==> config.mk <==
export PLATFORM = sky130hd
export DESIGN_NAME = alu_decode_unit_flat
export DESIGN_NICKNAME = d
export VERILOG_FILES = /design/src/rtl/alu_decode_if.sv /design/src/rtl/alu_decode_unit.sv /design/src/flat_wrapper.sv
export SDC_FILE = /design/constraint.sdc
export NUM_CORES = 1
export LEC_CHECK = 0
export CAP_MARGIN = 20
export CELL_PAD_IN_SITES_DETAIL_PLACEMENT = 1
export CELL_PAD_IN_SITES_GLOBAL_PLACEMENT = 1
export CORE_MARGIN = 3
export CORE_UTILIZATION = 35
export CTS_BUF_LIST = sky130_fd_sc_hd__clkbuf_8
export CTS_CLUSTER_SIZE = 30
export DETAILED_ROUTE_END_ITERATION = 7
export PLACE_DENSITY = 0.75
export SYNTH_ARGS = -nofsm -noshare
export SYNTH_HDL_FRONTEND = slang
export SYNTH_SLANG_ARGS = --single-unit
export TNS_END_PERCENT = 5
==> constraint.sdc <==
create_clock -name clk -period 15.54 [get_ports clk]
set_input_delay 1.554 -clock clk [delete_from_list [all_inputs] [get_ports clk]]
set_output_delay 1.554 -clock clk [all_outputs]
set_load 0.02 [all_outputs]
==> src/rtl/alu_decode_if.sv <==
// Bus bundle for alu_decode_unit: instruction and operands in,
// decoded controls, ALU result and 7-segment digits out.
interface alu_decode_if;
  logic [31:0] instruction;
  logic [31:0] read_data1;
  logic [31:0] read_data2;
  logic        RegDst;
  logic        Jump;
  logic        Branch;
  logic        Bne;
  logic        MemRead;
  logic        MemtoReg;
  logic        MemWrite;
  logic        ALUSrc;
  logic        RegWrite;
  logic [1:0]  ALUOp;
  logic [3:0]  ALUcontrol;
  logic [31:0] ALUresult;
  logic        zero;
  logic [6:0]  seg_first;
  logic [6:0]  seg_second;
  logic [6:0]  seg_third;
  logic [6:0]  seg_fourth;
  logic [6:0]  seg_fifth;

  modport master (
    output instruction, read_data1, read_data2,
    input  RegDst, Jump, Branch, Bne, MemRead, MemtoReg,
    input  MemWrite, ALUSrc, RegWrite, ALUOp, ALUcontrol,
    input  ALUresult, zero,
    input  seg_first, seg_second, seg_third, seg_fourth, seg_fifth
  );

  modport slave (
    input  instruction, read_data1, read_data2,
    output RegDst, Jump, Branch, Bne, MemRead, MemtoReg,
    output MemWrite, ALUSrc, RegWrite, ALUOp, ALUcontrol,
    output ALUresult, zero,
    output seg_first, seg_second, seg_third, seg_fourth, seg_fifth
  );
endinterface

==> src/rtl/alu_decode_unit.sv <==
// MIPS single-cycle main decoder, ALU control, ALU and a
// registered 5-digit hex display of opcode/funct/ALUcontrol.
module alu_decode_unit (
  input  logic         clk,
  input  logic         rst_n,
  alu_decode_if.slave  bus
);

  localparam logic [5:0] OP_R    = 6'h00;
  localparam logic [5:0] OP_LW   = 6'h23;
  localparam logic [5:0] OP_SW   = 6'h2B;
  localparam logic [5:0] OP_BEQ  = 6'h04;
  localparam logic [5:0] OP_BNE  = 6'h05;
  localparam logic [5:0] OP_ADDI = 6'h08;
  localparam logic [5:0] OP_ANDI = 6'h0C;
  localparam logic [5:0] OP_ORI  = 6'h0D;
  localparam logic [5:0] OP_J    = 6'h02;

  localparam logic [3:0] AC_AND = 4'b0000;
  localparam logic [3:0] AC_OR  = 4'b0001;
  localparam logic [3:0] AC_ADD = 4'b0010;
  localparam logic [3:0] AC_SUB = 4'b0110;
  localparam logic [3:0] AC_SLT = 4'b0111;
  localparam logic [3:0] AC_NOR = 4'b1100;
  localparam logic [3:0] AC_BAD = 4'b1111;

  localparam logic [6:0] SEG_BLANK = 7'b1111111;

  logic [5:0]  opcode;
  logic [5:0]  funct;
  logic [15:0] imm;

  assign opcode = bus.instruction[31:26];
  assign funct  = bus.instruction[5:0];
  assign imm    = bus.instruction[15:0];

  logic       reg_dst;
  logic       jump;
  logic       branch;
  logic       bne;
  logic       mem_read;
  logic       mem_to_reg;
  logic       mem_write;
  logic       alu_src;
  logic       reg_write;
  logic [1:0] alu_op;
  logic [3:0] alu_ctl;

  // Main decoder: control lines from opcode
  always_comb begin
    reg_dst    = 1'b0;
    jump       = 1'b0;
    branch     = 1'b0;
    bne        = 1'b0;
    mem_read   = 1'b0;
    mem_to_reg = 1'b0;
    mem_write  = 1'b0;
    alu_src    = 1'b0;
    reg_write  = 1'b0;
    alu_op     = 2'b00;
    unique case (opcode)
      OP_R: begin
        reg_dst   = 1'b1;
        reg_write = 1'b1;
        alu_op    = 2'b10;
      end
      OP_LW: begin
        alu_src    = 1'b1;
        mem_read   = 1'b1;
        mem_to_reg = 1'b1;
        reg_write  = 1'b1;
      end
      OP_SW: begin
        alu_src   = 1'b1;
        mem_write = 1'b1;
      end
      OP_BEQ: begin
        branch = 1'b1;
        alu_op = 2'b01;
      end
      OP_BNE: begin
        bne    = 1'b1;
        alu_op = 2'b01;
      end
      OP_ADDI: begin
        alu_src   = 1'b1;
        reg_write = 1'b1;
      end
      OP_ANDI, OP_ORI: begin
        alu_src   = 1'b1;
        reg_write = 1'b1;
        alu_op    = 2'b11;
      end
      OP_J: begin
        jump = 1'b1;
      end
      default: begin
      end
    endcase
  end

  // ALU control: operation select from ALU class, opcode and funct
  always_comb begin
    alu_ctl = AC_BAD;
    unique case (alu_op)
      2'b00: alu_ctl = AC_ADD;
      2'b01: alu_ctl = AC_SUB;
      2'b11: begin
        if (opcode == OP_ANDI)
          alu_ctl = AC_AND;
        else if (opcode == OP_ORI)
          alu_ctl = AC_OR;
      end
      2'b10: begin
        unique case (funct)
          6'h20:   alu_ctl = AC_ADD;
          6'h22:   alu_ctl = AC_SUB;
          6'h24:   alu_ctl = AC_AND;
          6'h25:   alu_ctl = AC_OR;
          6'h27:   alu_ctl = AC_NOR;
          6'h2A:   alu_ctl = AC_SLT;
          default: alu_ctl = AC_BAD;
        endcase
      end
      default: alu_ctl = AC_BAD;
    endcase
  end

  // Logical immediates are zero-extended, arithmetic ones sign-extended
  logic        imm_zext;
  logic [31:0] imm_ext;
  logic [31:0] op_a;
  logic [31:0] op_b;
  logic [31:0] alu_res;

  assign imm_zext = (opcode == OP_ANDI) || (opcode == OP_ORI);
  assign imm_ext  = imm_zext ? {16'b0, imm}
                             : {{16{imm[15]}}, imm};
  assign op_a     = bus.read_data1;
  assign op_b     = alu_src ? imm_ext : bus.read_data2;

  // ALU datapath; invalid select yields zero
  always_comb begin
    alu_res = 32'd0;
    unique case (alu_ctl)
      AC_AND:  alu_res = op_a & op_b;
      AC_OR:   alu_res = op_a | op_b;
      AC_ADD:  alu_res = op_a + op_b;
      AC_SUB:  alu_res = op_a - op_b;
      AC_SLT:  alu_res = {31'b0, $signed(op_a) < $signed(op_b)};
      AC_NOR:  alu_res = ~(op_a | op_b);
      default: alu_res = 32'd0;
    endcase
  end

  assign bus.RegDst     = reg_dst;
  assign bus.Jump       = jump;
  assign bus.Branch     = branch;
  assign bus.Bne        = bne;
  assign bus.MemRead    = mem_read;
  assign bus.MemtoReg   = mem_to_reg;
  assign bus.MemWrite   = mem_write;
  assign bus.ALUSrc     = alu_src;
  assign bus.RegWrite   = reg_write;
  assign bus.ALUOp      = alu_op;
  assign bus.ALUcontrol = alu_ctl;
  assign bus.ALUresult  = alu_res;
  assign bus.zero       = (alu_res == 32'd0);

  function automatic logic [6:0] hex7(input logic [3:0] d);
    logic [6:0] g;
    g = SEG_BLANK;
    unique case (d)
      4'h0: g = 7'b1000000;
      4'h1: g = 7'b1111001;
      4'h2: g = 7'b0100100;
      4'h3: g = 7'b0110000;
      4'h4: g = 7'b0011001;
      4'h5: g = 7'b0010010;
      4'h6: g = 7'b0000010;
      4'h7: g = 7'b1111000;
      4'h8: g = 7'b0000000;
      4'h9: g = 7'b0010000;
      4'hA: g = 7'b0001000;
      4'hB: g = 7'b0000011;
      4'hC: g = 7'b1000110;
      4'hD: g = 7'b0100001;
      4'hE: g = 7'b0000110;
      4'hF: g = 7'b0001110;
      default: g = SEG_BLANK;
    endcase
    return g;
  endfunction

  logic [6:0] seg1_d, seg2_d, seg3_d, seg4_d, seg5_d;
  logic [6:0] seg1_q, seg2_q, seg3_q, seg4_q, seg5_q;

  // Next display glyphs from the current instruction fields
  always_comb begin
    seg1_d = hex7({2'b00, opcode[5:4]});
    seg2_d = hex7(opcode[3:0]);
    seg3_d = hex7({2'b00, funct[5:4]});
    seg4_d = hex7(funct[3:0]);
    seg5_d = hex7(alu_ctl);
  end

  // Display registers; reset blanks every digit at once
  always_ff @(posedge clk or negedge rst_n) begin
    if (!rst_n) begin
      seg1_q <= SEG_BLANK;
      seg2_q <= SEG_BLANK;
      seg3_q <= SEG_BLANK;
      seg4_q <= SEG_BLANK;
      seg5_q <= SEG_BLANK;
    end else begin
      seg1_q <= seg1_d;
      seg2_q <= seg2_d;
      seg3_q <= seg3_d;
      seg4_q <= seg4_d;
      seg5_q <= seg5_d;
    end
  end

  assign bus.seg_first  = seg1_q;
  assign bus.seg_second = seg2_q;
  assign bus.seg_third  = seg3_q;
  assign bus.seg_fourth = seg4_q;
  assign bus.seg_fifth  = seg5_q;

endmodule

==> src/flat_wrapper.sv <==
// flat-port wrapper written by rule: the top's interface ports become plain ports
module alu_decode_unit_flat 
  (clk, rst_n, bus_instruction, bus_read_data1, bus_read_data2, bus_RegDst, bus_Jump, bus_Branch, bus_Bne, bus_MemRead, bus_MemtoReg, bus_MemWrite, bus_ALUSrc, bus_RegWrite, bus_ALUOp, bus_ALUcontrol, bus_ALUresult, bus_zero, bus_seg_first, bus_seg_second, bus_seg_third, bus_seg_fourth, bus_seg_fifth);
  alu_decode_if bus_i ();
  input  logic clk;
  input  logic rst_n;
  input wire logic [$bits(bus_i.instruction)-1:0] bus_instruction;
  input wire logic [$bits(bus_i.read_data1)-1:0] bus_read_data1;
  input wire logic [$bits(bus_i.read_data2)-1:0] bus_read_data2;
  output wire logic [$bits(bus_i.RegDst)-1:0] bus_RegDst;
  output wire logic [$bits(bus_i.Jump)-1:0] bus_Jump;
  output wire logic [$bits(bus_i.Branch)-1:0] bus_Branch;
  output wire logic [$bits(bus_i.Bne)-1:0] bus_Bne;
  output wire logic [$bits(bus_i.MemRead)-1:0] bus_MemRead;
  output wire logic [$bits(bus_i.MemtoReg)-1:0] bus_MemtoReg;
  output wire logic [$bits(bus_i.MemWrite)-1:0] bus_MemWrite;
  output wire logic [$bits(bus_i.ALUSrc)-1:0] bus_ALUSrc;
  output wire logic [$bits(bus_i.RegWrite)-1:0] bus_RegWrite;
  output wire logic [$bits(bus_i.ALUOp)-1:0] bus_ALUOp;
  output wire logic [$bits(bus_i.ALUcontrol)-1:0] bus_ALUcontrol;
  output wire logic [$bits(bus_i.ALUresult)-1:0] bus_ALUresult;
  output wire logic [$bits(bus_i.zero)-1:0] bus_zero;
  output wire logic [$bits(bus_i.seg_first)-1:0] bus_seg_first;
  output wire logic [$bits(bus_i.seg_second)-1:0] bus_seg_second;
  output wire logic [$bits(bus_i.seg_third)-1:0] bus_seg_third;
  output wire logic [$bits(bus_i.seg_fourth)-1:0] bus_seg_fourth;
  output wire logic [$bits(bus_i.seg_fifth)-1:0] bus_seg_fifth;
  assign bus_i.instruction = bus_instruction;
  assign bus_i.read_data1 = bus_read_data1;
  assign bus_i.read_data2 = bus_read_data2;
  assign bus_RegDst = bus_i.RegDst;
  assign bus_Jump = bus_i.Jump;
  assign bus_Branch = bus_i.Branch;
  assign bus_Bne = bus_i.Bne;
  assign bus_MemRead = bus_i.MemRead;
  assign bus_MemtoReg = bus_i.MemtoReg;
  assign bus_MemWrite = bus_i.MemWrite;
  assign bus_ALUSrc = bus_i.ALUSrc;
  assign bus_RegWrite = bus_i.RegWrite;
  assign bus_ALUOp = bus_i.ALUOp;
  assign bus_ALUcontrol = bus_i.ALUcontrol;
  assign bus_ALUresult = bus_i.ALUresult;
  assign bus_zero = bus_i.zero;
  assign bus_seg_first = bus_i.seg_first;
  assign bus_seg_second = bus_i.seg_second;
  assign bus_seg_third = bus_i.seg_third;
  assign bus_seg_fourth = bus_i.seg_fourth;
  assign bus_seg_fifth = bus_i.seg_fifth;
  alu_decode_unit u_core (.clk(clk), .rst_n(rst_n), .bus(bus_i));
endmodule
==> summary.md <==
| Metric | Value |
|---|---|
| CTS clock-pin slew for the worst setup and hold paths | `about 0.060 ns` |
| CTS Sinks | `32` |
| Static leakage | `about 4 nW` |
| Synthesized Nets | `roughly 1200` |
| Critical Path Max Stage Delay | `0.86 ns` |
| Layout Utilization | `between 40% and 50%` |
| Fin. max-slew vios | `0` |
| Setup crit start kind | `primary input` |
| GP Congestion | `0.904` |
| Layout fillers | `2582` |
| Most common cell after layout, fill and taps aside | `clkdlybuf4s50_1` |
| CTS tree | `yes` |
| Worst relative slew slack | `30.0%` |
| Max FO, Critical Path | `18` |
| Unrepaired setup endpoints after global routing | `no` |
| WP buf/inv | `4` |
| WS Path Type | `in2out` |
| Diodes inserted | `0` |
| Final hold vios | `0` |
| Final net count | `1354` |
| Post-layout min period | `10.68 ns` |
| Delay-heaviest family, CP | `compound AO/OA/AOI/OAI gates` |
| CORE AREA | `approximately 21000 um^2` |
| DIE HEIGHT | `roughly 150 um` |
| Via count | `roughly 8400` |
| CP startpoint | `bus_instruction[27]` |
| Mapped cell area | `around 7500 um^2` |
| Wire length of the first global-routing pass | `around 47 mm` |
| Post-route insts no fill | `roughly 1400` |
| Initial Util | `36.2%` |
| EDFF count, synth | `0` |
| Netlist cell types | `85` |
| Reg power frac | `between 15 and 20%` |
| Placed Instances | `1400` |
| Total power draw | `~0.00057 W` |
| Hold path depth | `1` |
| IR drop worst, VDD | `around 0.032 mV` |
| DR WL met3 | `between 1 and 1.5 mm` |
| Prevailing post-synth register cell | `dfstp_2` |
| Initial antenna violation count | `0` |
| WHS Endpoint | `u_core.bus.seg_first[4]` |
| Tcrit/Tclk final | `between 60% and 70%` |
| Total gr overflow | `0` |
| Min-delay src | `bus_instruction[30]` |
| Combinational share of power | `between 70% and 80%` |
| Dpl hpwl | `approximately 23 mm` |
| # port buffers | `170` |
| Vias in the first global route | `around 8600` |
| # IOs | `around 180` |
| Pint | `roughly 0.0003 W` |
| Async SR Flop Fraction | `between 90% and 100%` |
| Most frequent cells in the layout | `clkdlybuf4s50_1, ha_1, inv_1, a21oi_1, nor2_1` |
| Clock Tree Root | `clkbuf_8` |
| Part of the Yosys area used for sequential elements | `a little under an eighth` |
| Worst Setup End Kind | `primary output` |
| CTS max path bufs | `2` |
| Max cap viols | `0` |
| Achievable Freq | `93.6 MHz` |
| Top layer in use | `met4` |
| Detailed Route WL | `~30 mm` |
| Pin count of the biggest net entering global routing | `39` |
| Setup TNS | `0 ns` |
| Post-CTS Setup Inserts | `0` |
| CP max-delay cell | `o32ai_4` |
| Routed length on met2 | `13.9 mm` |
| Site row count | `52` |
| Die width | `152 um` |
| Worst-Margin Slew | `a little over 1 ns` |
| Yosys Warn Count | `0` |
| CTS resizes | `0` |
| Crit path arrival time | `about 9.1 ns` |
| Post-route ant nets | `0` |
| Number of DRC markers in iteration 0 | `roughly 570` |
| Synthesized flop and latch total | `32` |
| Crit-path cells | `clkdlybuf4s50_1 -> inv_1 -> ha_1 -> a21oi_1 -> o32ai_4 -> buf_4 -> mux2_2 -> ha_1 -> fa_1 -> a211oi_2 -> nor4_1 -> nor3_1 -> o21ai_0 -> a21oi_1 -> o211ai_1 -> o22a_1 -> or3b_1 -> nor4b_1 -> nand4_1 -> nor3_2 -> clkdlybuf4s50_1` |
| Residual DRC | `0` |
| WL/cell | `between 20 and 25 um` |
| Synth Instances | `1016` |
| Pwr per Cell Area | `around 61 nW/um^2` |
| NetSw | `0.000269 W` |
| Die area | `23100 um^2` |
| HP Class | `in2reg` |
| Req. time, crit path | `13.99 ns` |
| Vias per cell | `approximately 6.0` |
| GRT Util Overall | `approximately 24%` |
| Clock network power share | `about an eighth` |
| Mapped Avg Cell Area | `around 7.3 um^2` |
| Num CTS Buffers | `5` |
| Syn-to-layout area delta | `26.3%` |
| CTS Hold Bufs | `0` |
| CTS H-tree lvls | `2` |
| Drt pass-1 iters | `5` |
| Switching portion of total power | `47.1%` |
| Final setup viols | `0` |
| M1 wire length | `about 14 mm` |
| Ratio of cells with drive above 1 in the final layout | `around 8.6%` |
| Outcome | `finished, final reports clean` |
-- per-layer routing --
layer	global-route usage, %	vias up
li1	-	3962
met4	6.64	0
met3	2.79	56
met5	0	-
met1	32.6	4128
met2	41.6	291
-- final cells by class --
class	instances	area (um^2)	area share, %
inverter	115	432	4.58
timing repair buffer	181	1790	19.0
tap	270	338	3.58
multi-input combinational	803	5930	62.9
sequential	32	841	8.91
clock buffer	7	96.3	1.02
-- cells by family (layout without fill, tap and decap cells) --
logic type,count (synthesis),after routing,share of synthesized area [%]
other cells,1,1,0.0502
flops,32,32,11.3
xor+xnor,17,17,1.99
buf+inv,181,303,9.67
fa+ha+maj,118,118,20.0
simple gates,275,275,18.5
mux,26,26,3.95
compound gates,366,366,34.6
-- sequential cells by signal, summed over array words and instances (netlist names) --
| name | flops |
|---|---|
| u_core.bus.seg_fifth | 7 |
| u_core.bus.seg_second | 7 |
| u_core.bus.seg_fourth | 7 |
| u_core.bus.seg_third | 5 |
| u_core.bus.seg_first | 6 |
-- power groups by stage --
| stage | clock network [W] | logic [W] | registers, W |
|---|---|---|---|
| 2_1_floorplan | 0 | 0.000242 | 0.000103 |
| 3_3_place_gp | 0 | 0.000397 | 0.0000951 |
| 3_5_place_dp | 0 | 0.000404 | 0.0000955 |
| 4_1_cts | 0.0000694 | 0.000406 | 0.0000943 |
| 5_1_grt | 0.0000744 | 0.000443 | 0.0000947 |
| 6_report | 0.0000677 | 0.000410 | 0.0000942 |
-- synth_stat cells, drive strengths merged (13+ instances only) --
library cell  number  area [um^2]
a21o              19          143
a21oi             83          415
a22oi             20          150
buf               22          125
clkbuf            44          165
dfstp             32          841
ha               116         1450
inv              113          424
mux2              18          203
nand2             65          244
nand2b            13         81.3
nand3             21          110
nor2              72          275
nor3              31          165
o21a              21          158
o21ai             47          246
o221ai            20          175
o22ai             20          125
o31ai             13         97.6
xnor2             15          131
-- metrics by stage --
stage	cell area (um^2)	hold slack [ns]	worst slack (ns)
final	9430	1.81	4.86
after floorplan	7470	1.41	7.49
after global placement	9320	2.09	4.91
after CTS	9420	1.79	4.84
after global routing	9430	1.83	4.44
after detailed placement	9320	2.09	4.85
-- how the worst max path moves through the flow --
stage,end,slack [ns],depth (start not counted)
after global placement,bus_zero,4.91,21
after global routing,bus_zero,4.44,21
after floorplan,bus_zero,7.49,19
after detailed placement,bus_zero,4.85,21
final,bus_zero,4.86,21
after CTS,bus_zero,4.84,21
Power figures use the tool's default switching activity.
